===== src/rtl/fp_acc_dump_pkg.sv =====
// Shared definitions for the fixed-point integrate-and-dump block:
// default number formats, block length, a ceil-log2 helper and FSM states.
package fp_acc_dump_pkg;

    localparam int DEF_NB_IN   = 12;
    localparam int DEF_NBF_IN  = 11;
    localparam int DEF_NB_OUT  = 10;
    localparam int DEF_NBF_OUT = 9;
    localparam int DEF_N_ACC   = 8;

    typedef enum logic [0:0] {
        ST_IDLE  = 1'b0,
        ST_ACCUM = 1'b1
    } state_t;

    // Smallest r such that 2**r >= v (v >= 1).
    function automatic int clog2(input int v);
        int r;
        r = 0;
        for (int i = 0; i < 31; i++) begin
            if ((1 << i) < v) begin
                r = i + 1;
            end
        end
        return r;
    endfunction

endpackage


===== src/rtl/fp_sat_round.sv =====
// Combinational requantiser: drops NBF_I-NBF_O fractional LSBs (round half up
// when FP_ACC_ROUND_EN is defined, floor otherwise) and saturates to NB_O bits.
// Macro: FP_ACC_ROUND_EN
module fp_sat_round #(
    parameter int NB_I  = 15,
    parameter int NBF_I = 11,
    parameter int NB_O  = 10,
    parameter int NBF_O = 9
) (
    input  logic [NB_I-1:0] i_data,
    output logic [NB_O-1:0] o_data,
    output logic            o_sat
);

    localparam int D    = NBF_I - NBF_O;
    // One extra bit so the rounding increment can never wrap.
    localparam int NB_W = NB_I + 1;
    localparam int NB_H = NB_W - NB_O + 1;

`ifdef FP_ACC_ROUND_EN
    // Half an output LSB; evaluates to zero when no bits are dropped.
    localparam logic [NB_W-1:0] RND = NB_W'((1 << D) >> 1);
`else
    localparam logic [NB_W-1:0] RND = '0;
`endif

    localparam logic [NB_O-1:0] POS_MAX = {1'b0, {(NB_O-1){1'b1}}};
    localparam logic [NB_O-1:0] NEG_MIN = {1'b1, {(NB_O-1){1'b0}}};

    logic [NB_W-1:0] w_ext;
    logic [NB_W-1:0] w_rnd;
    logic [NB_W-1:0] w_shr;
    logic [NB_H-1:0] w_high;
    logic            w_fits;

    // Round, drop LSBs, then saturate if the result exceeds NB_O bits.
    always_comb begin
        w_ext  = {i_data[NB_I-1], i_data};
        w_rnd  = w_ext + RND;
        w_shr  = $signed(w_rnd) >>> D;
        w_high = w_shr[NB_W-1:NB_O-1];
        w_fits = (w_high == '0) || (w_high == '1);
        o_sat  = ~w_fits;
        if (w_fits) begin
            o_data = w_shr[NB_O-1:0];
        end else if (w_shr[NB_W-1]) begin
            o_data = NEG_MIN;
        end else begin
            o_data = POS_MAX;
        end
    end

endmodule


===== src/rtl/fp_acc_dump.sv =====
// Integrate-and-dump accumulator: sums N_ACC signed products with guard bits
// and emits one saturated/requantised result per block as a 1-cycle pulse.
// Macro: FP_ACC_ROUND_EN (round half up instead of floor in fp_sat_round).
module fp_acc_dump
    import fp_acc_dump_pkg::*;
#(
    parameter int NB_IN   = DEF_NB_IN,
    parameter int NBF_IN  = DEF_NBF_IN,
    parameter int N_ACC   = DEF_N_ACC,
    parameter int NB_OUT  = DEF_NB_OUT,
    parameter int NBF_OUT = DEF_NBF_OUT
) (
    input  logic              clk,
    input  logic              i_reset,
    input  logic              i_valid,
    input  logic [NB_IN-1:0]  i_data,
    input  logic              i_clear,
    output logic              o_valid,
    output logic [NB_OUT-1:0] o_data,
    output logic              o_sat,
    output logic              o_busy
);

    localparam int NB_G   = clog2(N_ACC);
    localparam int NB_ACC = NB_IN + NB_G;
    localparam logic [NB_G-1:0] CNT_LAST = NB_G'(N_ACC - 1);

    state_t              r_state;
    state_t              w_state_next;
    logic [NB_ACC-1:0]   r_acc;
    logic [NB_ACC-1:0]   w_acc_next;
    logic [NB_G-1:0]     r_cnt;
    logic [NB_G-1:0]     w_cnt_next;
    logic                r_valid;
    logic [NB_OUT-1:0]   r_data;
    logic                r_sat;

    logic [NB_ACC-1:0]   w_x;
    logic [NB_ACC-1:0]   w_sum;
    logic                w_last;
    logic                w_fire;
    logic [NB_OUT-1:0]   w_q_data;
    logic                w_q_sat;

    assign w_x    = {{NB_G{i_data[NB_IN-1]}}, i_data};
    assign w_sum  = r_acc + w_x;
    assign w_last = (r_cnt == CNT_LAST);

    fp_sat_round #(
        .NB_I  (NB_ACC),
        .NBF_I (NBF_IN),
        .NB_O  (NB_OUT),
        .NBF_O (NBF_OUT)
    ) u_sat_round (
        .i_data (w_sum),
        .o_data (w_q_data),
        .o_sat  (w_q_sat)
    );

    // Next-state logic: clear wins over a sample; final sample dumps and restarts.
    always_comb begin
        w_state_next = r_state;
        w_acc_next   = r_acc;
        w_cnt_next   = r_cnt;
        w_fire       = 1'b0;
        if (i_clear) begin
            w_state_next = ST_IDLE;
            w_acc_next   = '0;
            w_cnt_next   = '0;
        end else if (i_valid) begin
            if (w_last) begin
                w_fire       = 1'b1;
                w_state_next = ST_IDLE;
                w_acc_next   = '0;
                w_cnt_next   = '0;
            end else begin
                w_state_next = ST_ACCUM;
                w_acc_next   = w_sum;
                w_cnt_next   = r_cnt + 1'b1;
            end
        end
    end

    // State, accumulator and output registers.
    always_ff @(posedge clk) begin
        if (i_reset) begin
            r_state <= ST_IDLE;
            r_acc   <= '0;
            r_cnt   <= '0;
            r_valid <= 1'b0;
            r_data  <= '0;
            r_sat   <= 1'b0;
        end else begin
            r_state <= w_state_next;
            r_acc   <= w_acc_next;
            r_cnt   <= w_cnt_next;
            r_valid <= w_fire;
            if (w_fire) begin
                r_data <= w_q_data;
                r_sat  <= w_q_sat;
            end
        end
    end

    assign o_valid = r_valid;
    assign o_data  = r_data;
    assign o_sat   = r_sat;
    assign o_busy  = (r_state == ST_ACCUM);

endmodule


===== config.mk =====
export PLATFORM = sky130hd
export DESIGN_NAME = fp_acc_dump
export DESIGN_NICKNAME = d
export VERILOG_FILES = /design/src/rtl/fp_acc_dump_pkg.sv /design/src/rtl/fp_sat_round.sv /design/src/rtl/fp_acc_dump.sv
export SDC_FILE = /design/constraint.sdc
export NUM_CORES = 1
export LEC_CHECK = 0
export BUFFER_PORTS_ARGS = -buffer_cell sky130_fd_sc_hd__clkbuf_2
export CAP_MARGIN = 20
export CORE_MARGIN = 4
export CORE_UTILIZATION = 59
export CTS_BUF_LIST = sky130_fd_sc_hd__clkbuf_4
export DETAILED_ROUTE_END_ITERATION = 16
export GPL_TIMING_DRIVEN = 0
export PLACE_DENSITY = 0.85
export SYNTH_ARGS = -nofsm -noshare
export SYNTH_HDL_FRONTEND = slang
export SYNTH_SLANG_ARGS = --single-unit

===== constraint.sdc =====
create_clock -name clk -period 2.9 [get_ports clk]
set_clock_uncertainty 0.1 [all_clocks]
set_input_delay 0.145 -clock clk [delete_from_list [all_inputs] [get_ports clk]]
set_output_delay 0.145 -clock clk [all_outputs]
set_load 0.005 [all_outputs]

==> results of run 1 <==
## flip-flops by register name, indices dropped and copies added, names as in the netlist
name	count
r_acc	15
o_data	10
r_cnt	3
o_busy	1
o_sat	1
o_valid	1
## kinds of logic after synthesis
family | count (synthesis)
AO/OA/AOI/OAI | 73
XOR/XNOR | 9
adder cells (fa/ha/maj) | 17
buffers and inverters | 17
flip-flops | 31
multiplexers | 2
AND/OR/NAND/NOR | 89
## placed cells by master, fill, tap and decap left out, types with 4 or more instances in the layout
cell and instances:
a21o_1 4, clkbuf_2 27, xor2_1 6, ha_1 16, clkbuf_1 6, nand2_1 14, nor2_1 33, a211oi_2 4
a211oi_1 8, inv_1 7, and3_1 4, dfxtp_1 31, a22oi_1 4, nor2b_1 4, o21ai_0 9, nor3_1 5
a21oi_1 10, clkbuf_4 7, a2bb2oi_1 6
## metrics by stage
step                      instances  instance area [sq um]
after CTS                       321                   2310
after global placement          311                   2230
final                           321                   2380
after global routing            321                   2380
after floorplan                 238                   2040
after detailed placement        311                   2230
## path summary, 6_finish.rpt
path,from,end,cells after the start
worst min-delay path,i_valid,o_valid,3
worst max-delay path,r_acc[0],o_data[0],10
worst min register to register,o_data[9],o_data[9],2
worst max register to register,r_acc[0],o_data[0],10
## area by class of cell
cell class | count | area [sq um]
Tap cell | 46 | 57.6
Fill cell | 275 | 956
Buffer | 9 | 42.5
Inverter | 8 | 30.0
Clock inverter | 1 | 5.00
Sequential cell | 31 | 621
Timing Repair Buffer | 29 | 155
Multi-Input combinational cell | 190 | 1420
Clock buffer | 7 | 52.6
## what timing repair did
item | 4_1_cts | 5_1_grt
resized for setup | 0 | 12
endpoints found under the setup margin | 0 | 10
hold endpoints to repair | 2 | 0
hold buffers | 2 | 0
## metal layers
| layer | track usage [%] | part of all wire [%] | wire (um) | vias to the layer above |
|---|---|---|---|---|
| li1 | - | - | - | 959 |
| met1 | 27.9 | 45 | 2200 | 914 |
| met2 | 39.2 | 48 | 2380 | 48 |
| met3 | 4.72 | 5.8 | 285 | 7 |
| met4 | 8.38 | 1.3 | 62 | 0 |
| met5 | 0 | 0 | 0 | - |
## worst register-to-register path: stages, from the launching register on
cell	delay [ns]
dfxtp_1	0.34
ha_1	0.16
inv_1	0.05
fa_1	0.41
nor2b_2	0.17
o31a_1	0.22
o211ai_1	0.22
and4_1	0.29
o211ai_1	0.26
o2bb2ai_4	0.17
a211oi_1	0.29
## power by group
group | internal [mW] | switching [mW]
registers | 0.436 | 0.00635
logic | 0.0930 | 0.132
clock network | 0.113 | 0.137
==> flow_metrics.py, run 1 <==
metrics = {
    "timing": {
        "fmaxAchievable_mhz": 362,
        "fin_crit_sh_pct": 95.3,
        "fin_setup_tns_ns": 0,
        "slew_headroom_pct": 58.5,
        "fin_crit_ns": 2.76,
        "setup_viol": 0,
        "slew_viol_final": 0,
        "final.setup.worst_slack_ns": 0.135,
        "finalHoldViolCount": 0,
        "worstMarginPinSlew_ns": 0.620,
        "hold_ws_ns": 0.0553,
    },
    "yosys": {
        "synth_edf_count": 0,
        "ys_ff_latch": 31,
        "synthArstFlopShare_pct": 0,
        "synth_compound_area_share_pct": 27.6,
        "synth_top_family_by_area": "compound AO/OA/AOI/OAI gates",
        "synth_common_cells": "nor2_1, dfxtp_1, ha_1, nand2_1, a211oi_1",
        "yosysTopAreaCellShare_pct": 30.4,
        "synth_nets": 271,
        "muxShareOfSynthArea_pct": 0.980,
        "synth_xor_area_share_pct": 3.86,
        "synth-simple-area-share_pct": 22.8,
        "synth_top_area_cell": "dfxtp_1",
        "yosys_warnings": 0,
        "synth_ff_type": "dfxtp_1",
        "ys_types": 59,
        "ys_seq_area_share_pct": 30.4,
        "synth.most_common_cell": "nor2_1",
        "netlist_instances": 238,
        "synth.area.top_cells": "dfxtp_1, ha_1, nor2_1",
        "syn_avg_cell_area_sq_um": 8.58,
        "synth.cell_area_sq_mm": 0.00204,
        "yosys.area_share.adder_pct": 10.8,
    },
    "setup_path": {
        "arrival_ns": 2.91,
        "crit_path_frequent_cell": "o211ai_1",
        "cp_num_buf_inv": 1,
        "crit_fanout": 9,
        "slowest_stage": "fa_1",
        "slowest_delay_ns": 0.41,
        "r2r_slack_ns": 0.14,
        "worstPathRequired_ns": 3.04,
        "cp_cell_sequence": "ha_1 > inv_1 > fa_1 > nor2b_2 > o31a_1 > o211ai_1 > and4_1 > o211ai_1 > o2bb2ai_4 > a211oi_1",
        "end_kind": "flip-flop",
        "critical_path_class": "flip-flop to flip-flop",
        "path_delay_family": "compound AO/OA/AOI/OAI gates",
        "worstSetupStartpointType": "flip-flop",
    },
    "route": {
        "first_iter_violations": 99,
        "vias_per_cell": 6.01,
        "firstDrtPassIters": 4,
        "vias": 1928,
        "drcViolationCount": 0,
        "ant_nets": 0,
        "post_drt_wl_per_cell_um": 15.3,
        "wl_mm": 4.93,
    },
    "floorplan": {
        "rows": 21,
        "pin_count": 29,
        "dieArea_sq_mm": 0.00447,
        "die_y_um": 66.8,
        "core-area_sq_mm": 0.00334,
        "dieWidth_um": 66.8,
        "start_util_pct": 61.2,
    },
    "clocking": {
        "tritoncts": "built",
        "path_clk_slew_ns": 0.09,
        "htree_levels": 2,
        "clk_latency_ns": 0.33,
        "cts_buffers": 5,
        "cts_setup_buffers": 0,
        "numClockSinks": 31,
        "cts.path.max_buffers": 2,
        "cts-root-buf": "clkbuf_4",
    },
    "flow_run": {
        "cap_violations": 0,
    },
    "layout": {
        "drive_gt1_share_pct": 21.5,
        "fin_nets": 307,
        "n_antenna_cell": 0,
        "final_util_pct": 71.4,
        "area_delta_synth_final_pct": 16.6,
    },
    "global_route": {
        "grt_pass1_wl_mm": 7.74,
        "gr-total-overflow": 0,
        "first_global_vias": 1784,
        "grt_max_degree": 11,
        "track_usage_pct": 22.9,
        "antenna_found_initial": 0,
    },
    "placed_design": {
        "pre_cts_ws_ns": 0.0545,
        "io_buffer_count": 27,
        "gp_congestion": 0.880,
        "dp_hpwl_mm": 3.57,
    },
    "pwr": {
        "total_power_uw": 918,
        "p_leak_nw": 1.00,
        "vdd_drop_max_v": 0.000259,
        "p_per_area_mw_per_mm2": 385,
    },
    "outcome": {
        "status": "finished, final reports clean",
    },
    "worst_hold_path": {
        "hold_path.class": "input pin to flip-flop",
    },
}
Note: power is estimated with default switching activity, not from simulation.
==> inputs of run 2 (changes only) <==
- PLACE_DENSITY: 0.85 -> 0.79
==> flow_metrics.py, run 2 (synthesized netlist as in run 1, its figures left out) <==
metrics = {
    "route": {
        "post_drt_wl_per_cell_um": 15.3,
        "firstDrtPassIters": 4,
        "ant_nets": 0,
        "vias_per_cell": 5.90,
        "drcViolationCount": 0,
        "wl_mm": 4.94,
        "first_iter_violations": 95,
        "vias": 1899,
    },
    "timing": {
        "fin_setup_tns_ns": 0,
        "finalHoldViolCount": 0,
        "slew_headroom_pct": 58.5,
        "slew_viol_final": 0,
        "fin_crit_ns": 2.75,
        "setup_viol": 0,
        "fmaxAchievable_mhz": 364,
        "rsz0062_at_grt": "no",
        "worstMarginPinSlew_ns": 0.622,
        "fin_crit_sh_pct": 94.8,
    },
    "clocking": {
        "cts.path.max_buffers": 2,
        "path_clk_slew_ns": 0.10,
        "numClockSinks": 31,
        "htree_levels": 2,
        "tritoncts": "built",
        "clk_latency_ns": 0.34,
        "cts-root-buf": "clkbuf_4",
        "cts_buffers": 5,
    },
    "layout": {
        "regMostFlops": "r_acc",
        "final_cell_mix": "nor2_1, dfxtp_1, clkbuf_2",
        "drive_gt1_share_pct": 19.6,
        "final_util_pct": 70.8,
        "layoutNonFillerInstCount": 322,
        "n_antenna_cell": 0,
        "mostFrequentLayoutCell": "nor2_1",
        "area_delta_synth_final_pct": 15.7,
        "largest_reg_flops": 15,
        "fin_nets": 308,
    },
    "global_route": {
        "grt_max_degree": 11,
        "antenna_found_initial": 0,
        "first_global_vias": 1713,
        "gr-total-overflow": 0,
        "grt_pass1_wl_mm": 7.91,
        "track_usage_pct": 23.5,
    },
    "outcome": {
        "status": "finished, final reports clean",
    },
    "pwr": {
        "p_switching_uw": 294,
        "p_comb_share_pct": 24.3,
        "p_per_area_mw_per_mm2": 386,
        "seqPwrFrac_pct": 48.5,
        "internal_power_uw": 617,
        "clkPwrFrac_pct": 27.2,
        "switching_share_pct": 32.3,
        "total_power_uw": 911,
        "p_leak_nw": 0.994,
        "vdd_drop_max_v": 0.000315,
    },
    "floorplan": {
        "dieArea_sq_mm": 0.00447,
        "core-area_sq_mm": 0.00334,
        "pin_count": 29,
        "dieWidth_um": 66.8,
        "rows": 21,
        "die_y_um": 66.8,
        "start_util_pct": 61.2,
    },
    "setup_path": {
        "worstPathRequired_ns": 3.06,
        "arrival_ns": 2.91,
        "critical_path_class": "flip-flop to flip-flop",
        "crit_fanout": 9,
        "end_kind": "flip-flop",
        "worstSetupStartpointType": "flip-flop",
    },
    "placed_design": {
        "io_buffer_count": 27,
        "gp_congestion": 0.903,
        "dp_hpwl_mm": 3.62,
        "placed_cells": 311,
    },
    "worst_hold_path": {
        "hold_path.class": "input pin to flip-flop",
    },
    "flow_run": {
        "cap_violations": 0,
    },
}
## run 2: changes by cell type in the layout (fill, tap and decap cells not counted), moves of 2 or more
cell / change
clkinv_1: +2
clkbuf_4: -2
a211oi_2: -3
a211oi_1: +3
## run 2: path summary, 6_finish.rpt
check             startpoint         to  slack, ns  cells past startpoint
hold / removal       i_valid    o_valid       0.06                      3
setup reg to reg    r_acc[0]  o_data[0]       0.15                     10
hold reg to reg    o_data[9]  o_data[9]       0.37                      2
setup / recovery    r_acc[0]  o_data[0]       0.15                     10
## run 2: area by class of cell
cell class,count,area (sq um)
Clock buffer,5,37.5
Clock inverter,3,15.0
Timing Repair Buffer,30,163
Sequential cell,31,621
Multi-Input combinational cell,190,1400
Buffer,9,42.5
Fill cell,280,975
Inverter,8,30.0
Tap cell,46,57.6
## run 2: metal layers
layer | up-vias | wire [um] | track usage [%]
li1 | 967 | - | -
met5 | - | 0 | 0
met2 | 39 | 2400 | 39.9
met4 | 0 | 46 | 6.35
met3 | 6 | 238 | 5.40
met1 | 887 | 2250 | 29.6
## run 2: critical path, stage by stage (launching register included)
cell and delay [ns]:
dfxtp_1 0.35, ha_1 0.17, inv_1 0.06, fa_1 0.41, nor2b_2 0.17, o31a_1 0.23
o211ai_1 0.21, and4_1 0.28, o211ai_1 0.28, o2bb2ai_4 0.16, a211oi_1 0.26
## run 2: per-stage QoR
| step | worst slack (ns) | hold slack [ns] | cell area, sq um |
|---|---|---|---|
| 5_1_grt | 0.00610 | 0.0702 | 2360 |
| 3_5_place_dp | 0.0512 | 0.272 | 2230 |
| 2_1_floorplan | 0.469 | 0.114 | 2040 |
| 6_report | 0.149 | 0.0562 | 2360 |
| 3_3_place_gp | 0.0856 | 0.267 | 2230 |
| 4_1_cts | 0.0165 | 0.0492 | 2310 |
## run 2: power groups by stage
stage / Combinational [mW] / Clock, mW / Sequential, mW
3_3_place_gp: 0.204 / 0 / 0.451
3_5_place_dp: 0.207 / 0 / 0.452
4_1_cts: 0.210 / 0.252 / 0.442
2_1_floorplan: 0.159 / 0 / 0.450
6_report: 0.221 / 0.248 / 0.442
5_1_grt: 0.244 / 0.269 / 0.443
## run 2: timing repair
item                       in CTS  in global routing
buffers inserted                0                  1
hold endpoints to repair        2                  0
hold buffers                    2                  0
gates resized for setup         0                  8
setup endpoints to repair       0                 10
